==> src/rtl/evt_window_scheduler_pkg.sv <==
// Shared types and widths for the DVS event window scheduler.
// Holds the scheduler state encoding and a saturating counter helper.
package dlgn_evt_pkg;

    localparam int TS_W    = 34;
    localparam int COORD_W = 14;
    localparam int CNT_W   = 16;

    typedef enum logic [2:0] {
        ST_CLEAR = 3'd0,
        ST_IDLE  = 3'd1,
        ST_ACCUM = 3'd2,
        ST_START = 3'd3,
        ST_WAIT  = 3'd4
    } evt_sched_state_t;

    function automatic logic [CNT_W-1:0] sat_inc(input logic [CNT_W-1:0] v);
        return (v == {CNT_W{1'b1}}) ? v : v + 1'b1;
    endfunction

endpackage

==> src/rtl/evt_window_scheduler_if.sv <==
// Camera event stream into the window scheduler.
// master = event source, slave = scheduler.
interface evt_window_scheduler_if;
    import dlgn_evt_pkg::*;

    // Valid/ready: an event transfers on every cycle where evt_valid_i and
    // evt_ready_o are both high. The source keeps valid and payload stable
    // until that cycle; ready may depend on the payload (timestamp).
    logic [TS_W-1:0]    evt_timestamp_i;
    logic [COORD_W-1:0] evt_x_i;
    logic [COORD_W-1:0] evt_y_i;
    logic               evt_polarity_i;
    logic               evt_valid_i;
    logic               evt_ready_o;

    modport master (
        output evt_timestamp_i,
        output evt_x_i,
        output evt_y_i,
        output evt_polarity_i,
        output evt_valid_i,
        input  evt_ready_o
    );

    modport slave (
        input  evt_timestamp_i,
        input  evt_x_i,
        input  evt_y_i,
        input  evt_polarity_i,
        input  evt_valid_i,
        output evt_ready_o
    );

endinterface

==> src/rtl/evt_window_scheduler_sweeper.sv <==
// Frame accumulator clear sweep: one word per cycle from address 0 to FRAME_WORDS-1.
// start_i is honoured only while idle; done_o marks the last swept word.
module frame_clear_sweeper #(
    parameter int FRAME_WORDS = 1156,
    parameter int AW          = 11
) (
    input  logic          clk_i,
    input  logic          rst_ni,
    input  logic          start_i,
    output logic          busy_o,
    output logic          done_o,
    output logic          clr_we_o,
    output logic [AW-1:0] clr_addr_o
);

    logic          busy_q;
    logic [AW-1:0] addr_q;
    logic          last_word;

    assign last_word  = (addr_q == AW'(FRAME_WORDS - 1));
    assign busy_o     = busy_q;
    assign done_o     = busy_q && last_word;
    assign clr_we_o   = busy_q;
    assign clr_addr_o = addr_q;

    always_ff @(posedge clk_i) begin
        if (!rst_ni) begin
            busy_q <= 1'b0;
            addr_q <= '0;
        end else if (busy_q) begin
            if (last_word) begin
                busy_q <= 1'b0;
                addr_q <= '0;
            end else begin
                addr_q <= addr_q + 1'b1;
            end
        end else if (start_i) begin
            busy_q <= 1'b1;
            addr_q <= '0;
        end
    end

endmodule

==> src/rtl/evt_window_scheduler.sv <==
// Gates DVS events into the frame accumulator in fixed timestamp windows and
// sequences inference/clear between windows. Optional stats: EVT_SCHED_STATS_EN.
module evt_window_scheduler
    import dlgn_evt_pkg::*;
#(
    parameter int WIDTH         = 34,
    parameter int HEIGHT        = 34,
    parameter int WINDOW_LEN    = 10000,
    parameter int MIN_EVENTS    = 16,
    parameter int FRAME_WORDS   = 1156,
    parameter int INFER_TIMEOUT = 4096,
    localparam int AXW = (WIDTH > 1) ? $clog2(WIDTH) : 1,
    localparam int AYW = (HEIGHT > 1) ? $clog2(HEIGHT) : 1,
    localparam int CAW = (FRAME_WORDS > 1) ? $clog2(FRAME_WORDS) : 1,
    localparam int TW  = $clog2(INFER_TIMEOUT + 1)
) (
    input  logic                 clk_i,
    input  logic                 rst_ni,
    evt_window_scheduler_if.slave evt,
    output logic                 acc_we_o,
    output logic [AXW-1:0]       acc_x_o,
    output logic [AYW-1:0]       acc_y_o,
    output logic                 acc_pol_o,
    output logic                 clr_we_o,
    output logic [CAW-1:0]       clr_addr_o,
    output logic                 infer_start_o,
    input  logic                 infer_done_i,
    output logic [CNT_W-1:0]     win_events_o,
    output logic                 timeout_err_o,
`ifdef EVT_SCHED_STATS_EN
    output logic [31:0]          win_total_o,
    output logic [31:0]          drop_total_o,
`endif
    output evt_sched_state_t     state_dbg_o
);

    evt_sched_state_t state_q, state_d;

    logic [TS_W-1:0]  win_start_q;
    logic [TS_W-1:0]  delta;
    logic [CNT_W-1:0] evt_cnt_q;
    logic [TW-1:0]    wait_cnt_q;

    logic in_range;
    logic win_expired;
    logic evt_ready;
    logic accept;
    logic close_win;
    logic skip_win;
    logic timeout_hit;
    logic wait_expire;

    logic sweep_start;
    logic sweep_busy;
    logic sweep_done;

    // Modular subtraction makes past timestamps look far in the future, so
    // out-of-order events close the window instead of being accepted.
    assign delta       = evt.evt_timestamp_i - win_start_q;
    assign win_expired = (delta >= TS_W'(WINDOW_LEN));
    assign in_range    = (evt.evt_x_i < COORD_W'(WIDTH)) && (evt.evt_y_i < COORD_W'(HEIGHT));
    assign wait_expire = (wait_cnt_q == TW'(INFER_TIMEOUT - 1));

    assign evt_ready = (state_q == ST_IDLE) || ((state_q == ST_ACCUM) && !win_expired);
    assign accept    = evt.evt_valid_i && evt_ready;

    assign evt.evt_ready_o = evt_ready;
    assign infer_start_o   = (state_q == ST_START);
    assign state_dbg_o     = state_q;

    always_comb begin
        state_d     = state_q;
        close_win   = 1'b0;
        skip_win    = 1'b0;
        timeout_hit = 1'b0;
        case (state_q)
            ST_CLEAR: begin
                if (sweep_done) state_d = ST_IDLE;
            end
            ST_IDLE: begin
                if (accept) state_d = ST_ACCUM;
            end
            ST_ACCUM: begin
                if (evt.evt_valid_i && win_expired) begin
                    close_win = 1'b1;
                    if (evt_cnt_q >= CNT_W'(MIN_EVENTS)) begin
                        state_d = ST_START;
                    end else begin
                        skip_win = 1'b1;
                        state_d  = ST_CLEAR;
                    end
                end
            end
            ST_START: begin
                state_d = ST_WAIT;
            end
            ST_WAIT: begin
                // done on the expiry cycle takes priority over the timeout
                if (infer_done_i) begin
                    state_d = ST_CLEAR;
                end else if (wait_expire) begin
                    timeout_hit = 1'b1;
                    state_d     = ST_CLEAR;
                end
            end
            default: begin
                state_d = ST_CLEAR;
            end
        endcase
    end

    // Launch the sweep on the edge that enters CLEAR (or the first edge out
    // of reset) so the whole CLEAR visit is exactly FRAME_WORDS cycles.
    assign sweep_start = (state_d == ST_CLEAR) && !sweep_busy;

    frame_clear_sweeper #(
        .FRAME_WORDS (FRAME_WORDS),
        .AW          (CAW)
    ) u_sweeper (
        .clk_i      (clk_i),
        .rst_ni     (rst_ni),
        .start_i    (sweep_start),
        .busy_o     (sweep_busy),
        .done_o     (sweep_done),
        .clr_we_o   (clr_we_o),
        .clr_addr_o (clr_addr_o)
    );

    always_ff @(posedge clk_i) begin
        if (!rst_ni) begin
            state_q       <= ST_CLEAR;
            win_start_q   <= '0;
            evt_cnt_q     <= '0;
            wait_cnt_q    <= '0;
            win_events_o  <= '0;
            timeout_err_o <= 1'b0;
            acc_we_o      <= 1'b0;
            acc_x_o       <= '0;
            acc_y_o       <= '0;
            acc_pol_o     <= 1'b0;
        end else begin
            state_q  <= state_d;
            acc_we_o <= accept && in_range;
            if (accept && in_range) begin
                acc_x_o   <= evt.evt_x_i[AXW-1:0];
                acc_y_o   <= evt.evt_y_i[AYW-1:0];
                acc_pol_o <= evt.evt_polarity_i;
            end
            if (accept && (state_q == ST_IDLE)) begin
                win_start_q <= evt.evt_timestamp_i;
                evt_cnt_q   <= in_range ? CNT_W'(1) : '0;
            end else if (accept && in_range) begin
                evt_cnt_q <= sat_inc(evt_cnt_q);
            end
            if (close_win) win_events_o <= evt_cnt_q;
            if (state_q == ST_START) begin
                wait_cnt_q <= '0;
            end else if (state_q == ST_WAIT) begin
                wait_cnt_q <= wait_cnt_q + 1'b1;
            end
            if (timeout_hit) timeout_err_o <= 1'b1;
        end
    end

`ifdef EVT_SCHED_STATS_EN
    logic drop_evt;
    assign drop_evt = accept && !in_range;

    always_ff @(posedge clk_i) begin
        if (!rst_ni) begin
            win_total_o  <= '0;
            drop_total_o <= '0;
        end else begin
            win_total_o  <= win_total_o + 32'(close_win);
            drop_total_o <= drop_total_o + 32'(drop_evt) + 32'(skip_win);
        end
    end
`endif

endmodule

==> src/flat_wrapper.sv <==
// flat-port wrapper written by rule: the top's interface ports become plain ports
module evt_window_scheduler_flat import dlgn_evt_pkg::*;
#(
    parameter int WIDTH         = 34,
    parameter int HEIGHT        = 34,
    parameter int WINDOW_LEN    = 10000,
    parameter int MIN_EVENTS    = 16,
    parameter int FRAME_WORDS   = 1156,
    parameter int INFER_TIMEOUT = 4096,
    localparam int AXW = (WIDTH > 1) ? $clog2(WIDTH) : 1,
    localparam int AYW = (HEIGHT > 1) ? $clog2(HEIGHT) : 1,
    localparam int CAW = (FRAME_WORDS > 1) ? $clog2(FRAME_WORDS) : 1,
    localparam int TW  = $clog2(INFER_TIMEOUT + 1)
)
  (clk_i, rst_ni, acc_we_o, acc_x_o, acc_y_o, acc_pol_o, clr_we_o, clr_addr_o, infer_start_o, infer_done_i, win_events_o, timeout_err_o, state_dbg_o, evt_evt_timestamp_i, evt_evt_x_i, evt_evt_y_i, evt_evt_polarity_i, evt_evt_valid_i, evt_evt_ready_o);
  evt_window_scheduler_if evt_i ();
  input  logic clk_i;
  input  logic rst_ni;
  output logic acc_we_o;
  output logic [AXW-1:0] acc_x_o;
  output logic [AYW-1:0] acc_y_o;
  output logic acc_pol_o;
  output logic clr_we_o;
  output logic [CAW-1:0] clr_addr_o;
  output logic infer_start_o;
  input  logic infer_done_i;
  output logic [CNT_W-1:0] win_events_o;
  output logic timeout_err_o;
  output evt_sched_state_t state_dbg_o;
  input wire logic [$bits(evt_i.evt_timestamp_i)-1:0] evt_evt_timestamp_i;
  input wire logic [$bits(evt_i.evt_x_i)-1:0] evt_evt_x_i;
  input wire logic [$bits(evt_i.evt_y_i)-1:0] evt_evt_y_i;
  input wire logic [$bits(evt_i.evt_polarity_i)-1:0] evt_evt_polarity_i;
  input wire logic [$bits(evt_i.evt_valid_i)-1:0] evt_evt_valid_i;
  output wire logic [$bits(evt_i.evt_ready_o)-1:0] evt_evt_ready_o;
  assign evt_i.evt_timestamp_i = evt_evt_timestamp_i;
  assign evt_i.evt_x_i = evt_evt_x_i;
  assign evt_i.evt_y_i = evt_evt_y_i;
  assign evt_i.evt_polarity_i = evt_evt_polarity_i;
  assign evt_i.evt_valid_i = evt_evt_valid_i;
  assign evt_evt_ready_o = evt_i.evt_ready_o;
  evt_window_scheduler #(.WIDTH(WIDTH), .HEIGHT(HEIGHT), .WINDOW_LEN(WINDOW_LEN), .MIN_EVENTS(MIN_EVENTS), .FRAME_WORDS(FRAME_WORDS), .INFER_TIMEOUT(INFER_TIMEOUT)) u_core (.clk_i(clk_i), .rst_ni(rst_ni), .evt(evt_i), .acc_we_o(acc_we_o), .acc_x_o(acc_x_o), .acc_y_o(acc_y_o), .acc_pol_o(acc_pol_o), .clr_we_o(clr_we_o), .clr_addr_o(clr_addr_o), .infer_start_o(infer_start_o), .infer_done_i(infer_done_i), .win_events_o(win_events_o), .timeout_err_o(timeout_err_o), .state_dbg_o(state_dbg_o));
endmodule
==> config.mk <==
export PLATFORM = sky130hd
export DESIGN_NAME = evt_window_scheduler_flat
export DESIGN_NICKNAME = d
export VERILOG_FILES = /design/src/rtl/evt_window_scheduler_pkg.sv /design/src/rtl/evt_window_scheduler_if.sv /design/src/rtl/evt_window_scheduler_sweeper.sv /design/src/rtl/evt_window_scheduler.sv /design/src/flat_wrapper.sv
export SDC_FILE = /design/constraint.sdc
export NUM_CORES = 1
export LEC_CHECK = 0
export CAP_MARGIN = 20
export CORE_UTILIZATION = 40
export CTS_BUF_LIST = sky130_fd_sc_hd__clkbuf_16
export CTS_CLUSTER_SIZE = 28
export DETAILED_ROUTE_END_ITERATION = 8
export GPL_ROUTABILITY_DRIVEN = 0
export SYNTH_ARGS = -nofsm -noshare
export SYNTH_HDL_FRONTEND = slang
export SYNTH_HIERARCHICAL = 1
export SYNTH_SLANG_ARGS = --single-unit
==> constraint.sdc <==
create_clock -name clk_i -period 15.1 [get_ports clk_i]
set_clock_uncertainty 0.05 [all_clocks]
set_input_delay 3.02 -clock clk_i [delete_from_list [all_inputs] [get_ports clk_i]]
set_output_delay 3.02 -clock clk_i [all_outputs]
set_load 0.005 [all_outputs]
==> run_results.csv <==
group,metric,value,unit
die,start_util,0.4123,
worst_setup_path,cp.required,12.03,ns
finish,postLayoutCellArea,8471,µm²
placement,placed_area,8149,µm²
clock_tree,clkTransAtPathRegs,0.07,ns
route,drc,0,
clock_tree,cts.sinks,109,
worst_setup_path,path_delay_family,"compound AO/OA/AOI/OAI gates",
power,peakVddDrop,0.06150,mV
timing,fin_crit,10.32,ns
placement,port_buffers,114,
route,ant_nets,0,
logic_synthesis,yosys-top-cells-area,"dfxtp_1, nand2_1, ha_1, mux2i_1, a21boi_0",
finish,layout-drive-gt1-share,0.03491,
grt,grt_use_total,0.2000,
die,pin_count,115,
timing,period_share,0.6836,
finish,layout_commonest_cell,"nand2_1",
power,p_total,0.0006186,W
timing,worst_pin_slew,0.8271,ns
grt,antenna_found_initial,0,
worst_setup_path,cp_slowest_cell,"clkdlybuf4s50_1",
worst_setup_path,rrSetupSlack,10.41,ns
timing,setup_tns,0,ns
logic_synthesis,synthesis.nets,987,
clock_tree,cts_resized,0,
die,core_area,16700,µm²
logic_synthesis,synth_top_area_share,0.3169,
die,row_count,47,
finish,nFillCells,1701,
logic_synthesis,synthArstFlopShare,0,
logic_synthesis,syn_area,6885,µm²
worst_setup_path,crit_buf_inv,4,
route,drt_iter0_markers,444,
worst_setup_path,crit_chain,"clkdlybuf4s50_1 > inv_1 > ha_1 > inv_1 > fa_1 > a21o_1 > a311o_1 > a21boi_0 > o21ai_0 > xnor2_1 > o31a_1 > o2111ai_1 > nor3b_1 > nand3_1 > a21oi_1 > clkdlybuf4s50_1",
route,via_per_inst,5.382,
worst_setup_path,crit_fanout,4,
finish,mostFrequentLayoutCells,"nand2_1, clkdlybuf4s50_1, dfxtp_1, a21oi_1, inv_1",
worst_setup_path,critical_path_class,"primary input to output pin",
die,die_h,133.2,µm
logic_synthesis,yosys_warnings,6,
timing,hold-worst-slack,0.4139,ns
grt,gr-total-overflow,0,
logic_synthesis,synthFlopType,"dfxtp_1",
logic_synthesis,synth_largest_area_cell,"dfxtp_1",
clock_tree,post-cts-setup-buffers,0,
clock_tree,root_buffer,"clkbuf_16",
worst_setup_path,critPathCaptureType,"output pin",
die,dieArea,17740,µm²
timing,relSlewSlack,0.4475,
timing,report.final.slew_viol_count,0,
timing,setup_violations,0,
finish,multi_input_area,4345,µm²
finish,num_antenna_cells,0,
worst_setup_path,critPathArrivalTime,7.25,ns
logic_synthesis,synth_edf_count,0,
logic_synthesis,syn_inst,882,
grt,grt_max_degree,87,
grt,grt_pass1_vias,5836,
hold_path,hp-class,"flip-flop to flip-flop",
grt,grt_pass1_wl,28990,µm
clock_tree,cts_tree,"yes",
finish,fin_nets,1075,
clock_tree,numCtsBuffers,9,
worst_setup_path,slowest_delay,0.58,ns
power,p_leak,2.907,nW
worst_setup_path,start_kind,"primary input",
logic_synthesis,yosysSeqAreaShare,0.3169,
route,num_vias,6426,
clock_tree,htreeDepth,3,
die,die_x,133.2,µm
clock_tree,cts_hold_buffers,0,
logic_synthesis,synth.avg_cell_area,7.807,µm²
placement,dp_hpwl,12820,µm
clock_tree,cts.path.max_buffers,2,
timing,max_clock_freq,96.88,MHz
status,outcome,"complete, no violations",
logic_synthesis,synth_cell_types,63,
finish,syn_to_final_growth,23.02,%
finish,regArea,2182,µm²
route,dr.pass1.iters,5,
flow_run,maxCapViolCount,0,
timing,rsz0062_at_grt,"no",
route,wire_per_inst,14.64,µm
clock_tree,clk_latency,0.36,ns
finish,final_core_util,0.5072,
power,power_density,73.03,nW/µm²
route,wl,17480,µm
logic_synthesis,ys_seq_elements,109,
timing,final_hold_viol_count,0,
metrics by stage:
step	instances	setup WS [ns]
detailed placement	1178	4.879
global placement	1178	4.904
floorplan	882	6.275
global route	1194	4.559
CTS	1193	4.835
finish	1194	4.778
tightest hold or removal path: cells and delay by family, from the launching register on:
kind / cells / cell delay, ns
flops: 1 / 0.31
simple gates: 1 / 0.05
compound gates: 1 / 0.06
flip-flops by register name, indices dropped and copies added, names as in the netlist:
register                     count
u_core/wait_cnt_q               13
u_core/acc_we_o                  1
u_core/acc_y_o                   6
u_core/win_events_o             16
u_core/state_dbg_o               3
u_core/u_sweeper/clr_addr_o     11
u_core/acc_pol_o                 1
u_core/u_sweeper/busy_o          1
u_core/timeout_err_o             1
u_core/win_start_q              34
u_core/evt_cnt_q                16
u_core/acc_x_o                   6
cell usage after synthesis, drive strengths merged, types with 3 or more instances:
master / instances
a221oi: 3
nand4: 23
nor4: 12
o21a: 7
inv: 48
nor3: 10
o21ai: 46
or3: 13
nand2b: 12
ha: 37
or4: 5
or2: 3
and3: 17
a21o: 8
clkbuf: 30
and2: 7
nor2: 46
mux2i: 38
o311ai: 5
nand3: 34
a211oi: 6
dfxtp: 109
buf: 12
xor2: 22
and4: 4
o211ai: 4
nand2: 137
a21boi: 38
nand4b: 4
o31ai: 4
a31oi: 9
o2111ai: 5
nor2b: 35
nor3b: 3
a21oi: 55
xnor2: 9
final timing paths:
| kind | from | to | cells after the start |
|---|---|---|---|
| worst min-delay path | u_core/win_start_q[25] | u_core/win_start_q[25] | 2 |
| worst max register to register | u_core/win_start_q[0] | u_core/u_sweeper/clr_addr_o[7] | 18 |
| worst min register to register | u_core/win_start_q[25] | u_core/win_start_q[25] | 2 |
| worst max-delay path | evt_evt_timestamp_i[0] | evt_evt_ready_o | 16 |
per-layer routing:
metal,part of all wire,vias up,GRT usage
met3,0.060,16,0.05289
met5,0,-,0
met2,0.46,158,0.3296
li1,-,3297,-
met4,0.012,0,0.05177
met1,0.47,2955,0.2585
cell type report:
type,instances,area share
multi-input combinational,683,0.5130
clock buffer,9,0.02659
clock inverter,6,0.008124
timing repair buffer,119,0.1409
inverter,48,0.02127
tap,220,0.03250
sequential,109,0.2576
logic make-up after synthesis:
family                     share of synthesized area
adders and majority gates                    0.07014
AOI/OAI and AO/OA                             0.1986
muxes                                        0.05524
buffers and inverters                        0.05270
DFF                                           0.3169
and+or+nand+nor                               0.2669
xor gates and xnor gates                     0.03943
power by group:
group          switching (W)  internal [W]  leakage, nW   total, W
logic              0.0000456     0.0000405         1.88  0.0000861
registers        0.000000960      0.000288        0.878   0.000289
clock network       0.000114      0.000130        0.145   0.000244
(Power assumes the default switching activity.)
